File: config.mk
export PLATFORM = sky130hd
export DESIGN_NAME = alu_share_arb
export DESIGN_NICKNAME = d
export VERILOG_FILES = /design/src/rtl/alu_share_arb.sv
export SDC_FILE = /design/constraint.sdc
export NUM_CORES = 1
export LEC_CHECK = 0
export CAP_MARGIN = 20
export CELL_PAD_IN_SITES_DETAIL_PLACEMENT = 1
export CELL_PAD_IN_SITES_GLOBAL_PLACEMENT = 2
export CORE_ASPECT_RATIO = 0.8
export CORE_MARGIN = 2
export CORE_UTILIZATION = 25
export DETAILED_ROUTE_END_ITERATION = 10
export PLACE_DENSITY = 0.88
export REMOVE_ABC_BUFFERS = 1
export SLEW_MARGIN = 30
export SYNTH_ARGS = -nofsm -noshare
export SYNTH_HDL_FRONTEND = slang
export SYNTH_SLANG_ARGS = --single-unit
File: constraint.sdc
create_clock -name i_clk -period 3.8 [get_ports i_clk]
set_input_delay 0.38 -clock i_clk [delete_from_list [all_inputs] [get_ports i_clk]]
set_output_delay 0.38 -clock i_clk [all_outputs]
set_load 0.1 [all_outputs]
File: src/rtl/alu_share_arb.sv
// Round-robin arbiter sharing one 8-bit ALU between the execute pipeline (req 0) and the
// address-generation path (req 1); holds operands for EXEC_CYCLES, then returns the result.
module alu_share_arb #(
   parameter int unsigned EXEC_CYCLES = 1
) (
   input  logic       i_clk,
   input  logic       i_reset_n,
   input  logic       i_req0,
   input  logic [4:0] i_op0,
   input  logic [7:0] i_a0,
   input  logic [7:0] i_b0,
   input  logic [7:0] i_c0,
   input  logic [3:0] i_reg_num0,
   input  logic       i_req1,
   input  logic [4:0] i_op1,
   input  logic [7:0] i_a1,
   input  logic [7:0] i_b1,
   input  logic [7:0] i_c1,
   input  logic [3:0] i_reg_num1,
   output logic       o_gnt0,
   output logic       o_gnt1,
   output logic       o_done0,
   output logic       o_done1,
   output logic [7:0] o_result,
   output logic [3:0] o_result_reg,
   output logic       o_flag,
   output logic       o_busy,
   output logic [4:0] o_alu_op,
   output logic [7:0] o_alu_a,
   output logic [7:0] o_alu_b,
   output logic [7:0] o_alu_c,
   output logic [3:0] o_alu_reg_num,
   output logic       o_alu_c_in,
   input  logic [7:0] i_alu_out,
   input  logic       i_alu_flag_out
);

   localparam logic [1:0] StIdle = 2'd0;
   localparam logic [1:0] StExec = 2'd1;
   localparam logic [1:0] StWb   = 2'd2;

   localparam logic [3:0] CntInit = 4'(EXEC_CYCLES - 1);

   logic [1:0] r_state;
   logic       r_owner;
   logic       r_last;
   logic [3:0] r_cnt;
   logic [7:0] r_result;
   logic [3:0] r_result_reg;
   logic       r_flag;
   logic [4:0] r_alu_op;
   logic [7:0] r_alu_a;
   logic [7:0] r_alu_b;
   logic [7:0] r_alu_c;
   logic [3:0] r_alu_reg_num;

   logic w_idle;
   logic w_pick1;
   logic w_gnt0;
   logic w_gnt1;

   // On a tie the requester that did not win last time is served.
   assign w_idle  = (r_state == StIdle);
   assign w_pick1 = i_req1 & (~i_req0 | ~r_last);
   assign w_gnt1  = w_idle & w_pick1;
   assign w_gnt0  = w_idle & i_req0 & ~w_pick1;

   // Grants are combinational in IDLE; mask them while reset is held so nothing leaks out.
   assign o_gnt0 = w_gnt0 & i_reset_n;
   assign o_gnt1 = w_gnt1 & i_reset_n;

   assign o_done0       = (r_state == StWb) & ~r_owner;
   assign o_done1       = (r_state == StWb) & r_owner;
   assign o_busy        = ~w_idle;
   assign o_result      = r_result;
   assign o_result_reg  = r_result_reg;
   assign o_flag        = r_flag;
   assign o_alu_op      = r_alu_op;
   assign o_alu_a       = r_alu_a;
   assign o_alu_b       = r_alu_b;
   assign o_alu_c       = r_alu_c;
   assign o_alu_reg_num = r_alu_reg_num;
   assign o_alu_c_in    = ~r_owner & r_flag;

   always_ff @(posedge i_clk or negedge i_reset_n) begin
      if (!i_reset_n) begin
         r_state       <= StIdle;
         r_owner       <= 1'b0;
         r_last        <= 1'b1;
         r_cnt         <= 4'd0;
         r_result      <= 8'd0;
         r_result_reg  <= 4'd0;
         r_flag        <= 1'b0;
         r_alu_op      <= 5'd0;
         r_alu_a       <= 8'd0;
         r_alu_b       <= 8'd0;
         r_alu_c       <= 8'd0;
         r_alu_reg_num <= 4'd0;
      end else begin
         case (r_state)
            StIdle: begin
               if (w_gnt0 || w_gnt1) begin
                  r_owner       <= w_gnt1;
                  r_last        <= w_gnt1;
                  r_alu_op      <= w_gnt1 ? i_op1      : i_op0;
                  r_alu_a       <= w_gnt1 ? i_a1       : i_a0;
                  r_alu_b       <= w_gnt1 ? i_b1       : i_b0;
                  r_alu_c       <= w_gnt1 ? i_c1       : i_c0;
                  r_alu_reg_num <= w_gnt1 ? i_reg_num1 : i_reg_num0;
                  r_cnt         <= CntInit;
                  r_state       <= StExec;
               end
            end
            StExec: begin
               if (r_cnt == 4'd0) begin
                  r_result     <= i_alu_out;
                  r_result_reg <= r_alu_reg_num;
                  // Only the execute pipeline owns the architectural flag.
                  if (!r_owner) begin
                     r_flag <= i_alu_flag_out;
                  end
                  r_state <= StWb;
               end else begin
                  r_cnt <= r_cnt - 4'd1;
               end
            end
            StWb: begin
               r_state <= StIdle;
            end
            default: begin
               r_state <= StIdle;
            end
         endcase
      end
   end

endmodule

==> metrics.csv <==
stage;metric;value;unit
status;outcome;complete, no violations;
timing;setup-violations-final;0;
placed_design;dp_cells;428;
route;drtIter0Drc;66;
critical_path;critPathTopFamily;buffers and inverters;
timing;setup-tns-final;0;ns
placed_design;hpwlAfterDp;5.48;mm
timing;finalMaxSlewViolations;0;
clock_network;cts_setup_buffers;0;
route;routed_via_density;4.89;
global_routing;grt_pass1_wl;12.1;mm
clock_network;cts_tree;yes;
placed_design;port_buffers;130;
yosys;ys_warn_count;0;
clock_network;clk_pin_slew;0.07;ns
floorplan;rows;32;
route;via_count;2131;
flow_run;maxCapViolCount;0;
global_routing;antenna_found_initial;0;
yosys;postSynthAreaPerCell;13.0;sq um
timing;hold_violations;0;
finish;area.growth.synth_to_final;63.9;%
route;drt-pass1-iter-count;6;
yosys;syn_area;2460;sq um
floorplan;die_h;92.8;um
clock_network;holdBufCountCts;0;
floorplan;core_area;9610;sq um
yosys;yosysTopAreaCell;dfrtp_1;
yosys;synthTopCellsByArea;dfrtp_1, a221o_1, and3_1;
route;routedWlPerCell;17.4;um
yosys;synth_cells;189;
timing;fmax;359;MHz
timing;rsz0062_at_grt;false;
yosys;ys_seq_area_frac;0.549;
finish;largest_register_ff_count;12;
floorplan;pin_count;131;
finish;finalNetCount;397;
critical_path;worstRegToRegCells;5;
clock_network;cts_buffer_depth;2;
global_routing;grt_pass1_vias;2285;
critical_path;setup.worst_path.end;o_busy;
yosys;ys_top_cells_by_count;dfrtp_1, and3_1, a221o_1, mux2_4, clkbuf_1;
placed_design;dpl_worst_slack;1.33;ns
floorplan;dieArea;10700;sq um
route;route.detailed.drc;0;
yosys;synth-edff-count;0;
clock_network;ctsResizeCount;0;
timing;fin_worst_skew;0.00525;ns
clock_network;insertion_delay;0.29;ns
global_routing;track_usage;0.146;
clock_network;cts.sinks;54;
timing;setup_slack;1.02;ns
critical_path;critical_path.max_fanout;38;
floorplan;fp.dieW;115;um
finish;n_antenna_cell;0;
critical_path;regToRegEndpoint;o_alu_op[2]$_DFFE_PN0P_;
route;drt_wl_total;7.61;mm
critical_path;slowest_stage;clkdlybuf4s50_1;
critical_path;path_class;reg2out;
yosys;ys_types;35;
clock_network;htreeDepth;2;
route;ant_nets;0;
yosys;synth_top_cell_area_share;0.539;
global_routing;grt_max_degree;55;
worst_hold_path;hp-class;in2async;
finish;fin_cells;436;
clock_network;ctsRootBufferMaster;clkbuf_16;
yosys;yosysMostFrequentCell;dfrtp_1;
floorplan;start_util;0.256;
critical_path;path_buf_inv;3;
clock_network;numCtsBuffers;5;
global_routing;grt_overflow;0;
critical_path;start_kind;flop;
critical_path;r2r-start;r_state[0]$_DFFE_PN0P_;
critical_path;worstPathArrival;2.40;ns
yosys;async_flop_share;1.00;
timing;fin_crit;2.78;ns
critical_path;rrSetupSlack;1.83;ns
timing;final_min_period_over_clock_period;0.732;
timing;slew_headroom;0.329;
yosys;synth_ff_type;dfrtp_1;
critical_path;critPathMaxStageDelay;1.15;ns
placed_design;gp_congestion;0.674;
critical_path;required;3.42;ns
finish;drive_above_1_share;0.117;
critical_path;cp.depth;4;
critical_path;cp-end-kind;primary output;
critical_path;crit_path_cell_trace;nor2_2 > buf_4 > inv_1 > clkdlybuf4s50_1;
timing;tightest_slew;1.00;ns
critical_path;cp-startpoint;r_state[0]$_DFFE_PN0P_;
yosys;ys_seq_elements;54;
[final cells by class]
cell class | instances | area (sq um)
clock buffers | 5 | 125
clock inverters | 3 | 45.0
fillers | 1031 | 5570
inverters | 5 | 18.8
multi-input cells | 115 | 1000
flip-flops and latches | 54 | 1350
well taps | 119 | 149
repair buffers | 135 | 1340
[metrics by stage]
step	hold slack, ns	utilization	cell area (sq um)
after global routing	0.360	0.420	4040
final	0.289	0.420	4040
after CTS	0.321	0.420	4040
after global placement	0.491	0.402	3860
after floorplan	0.0844	-	2360
after detailed placement	0.497	0.402	3860
[placed cells by master, fill, tap and decap left out, types with 2 or more instances in the layout]
| cell | netlist | routed |
|---|---|---|
| clkinvlp_4 | 0 | 2 |
| nand2b_1 | 3 | 3 |
| ha_1 | 2 | 2 |
| o21ai_0 | 3 | 3 |
| inv_1 | 5 | 5 |
| mux2_2 | 4 | 4 |
| and3_1 | 34 | 34 |
| nor2b_1 | 3 | 3 |
| clkdlybuf4s50_1 | 0 | 127 |
| buf_4 | 1 | 6 |
| o211ai_1 | 2 | 2 |
| a221o_1 | 33 | 33 |
| a22o_1 | 2 | 2 |
| clkbuf_16 | 0 | 5 |
| dfrtp_1 | 53 | 53 |
| mux2_4 | 9 | 9 |
| nor3b_1 | 2 | 2 |
| mux2i_1 | 2 | 2 |
[worst min-delay path by stage]
| stage | startpoint | end | slack, ns | depth (start not counted) |
|---|---|---|---|---|
| 2_1_floorplan | i_reset_n | o_alu_a[0]$_DFFE_PN0P_ | 0.08 | 0 |
| 3_3_place_gp | o_result[7]$_DFFE_PN0P_ | o_result[7]$_DFFE_PN0P_ | 0.49 | 1 |
| 3_5_place_dp | o_result[7]$_DFFE_PN0P_ | o_result[7]$_DFFE_PN0P_ | 0.50 | 1 |
| 4_1_cts | i_reset_n | o_alu_a[7]$_DFFE_PN0P_ | 0.32 | 2 |
| 5_1_grt | i_reset_n | o_alu_reg_num[2]$_DFFE_PN0P_ | 0.36 | 2 |
| 6_report | i_reset_n | o_result[7]$_DFFE_PN0P_ | 0.29 | 2 |
[per-layer routing]
metal / global-route usage / vias to the layer above / wire [um] / part of all wire
met1: 0.192 / 1051 / 3480 / 0.46
met5: 0 / - / 0 / 0
met4: 0.0392 / 0 / 93 / 0.012
met3: 0.0491 / 8 / 587 / 0.077
met2: 0.229 / 83 / 3450 / 0.45
li1: - / 989 / - / -
[kinds of logic after synthesis]
| group | synth area share |
|---|---|
| and+or+nand+nor | 0.143 |
| DFF | 0.549 |
| AOI/OAI and AO/OA | 0.169 |
| buffers and inverters | 0.0473 |
| muxes | 0.0813 |
| adders and majority gates | 0.0102 |
Power is not shown: default switching activity piles up to over one toggle a cycle in this logic, so the estimate is an artifact.
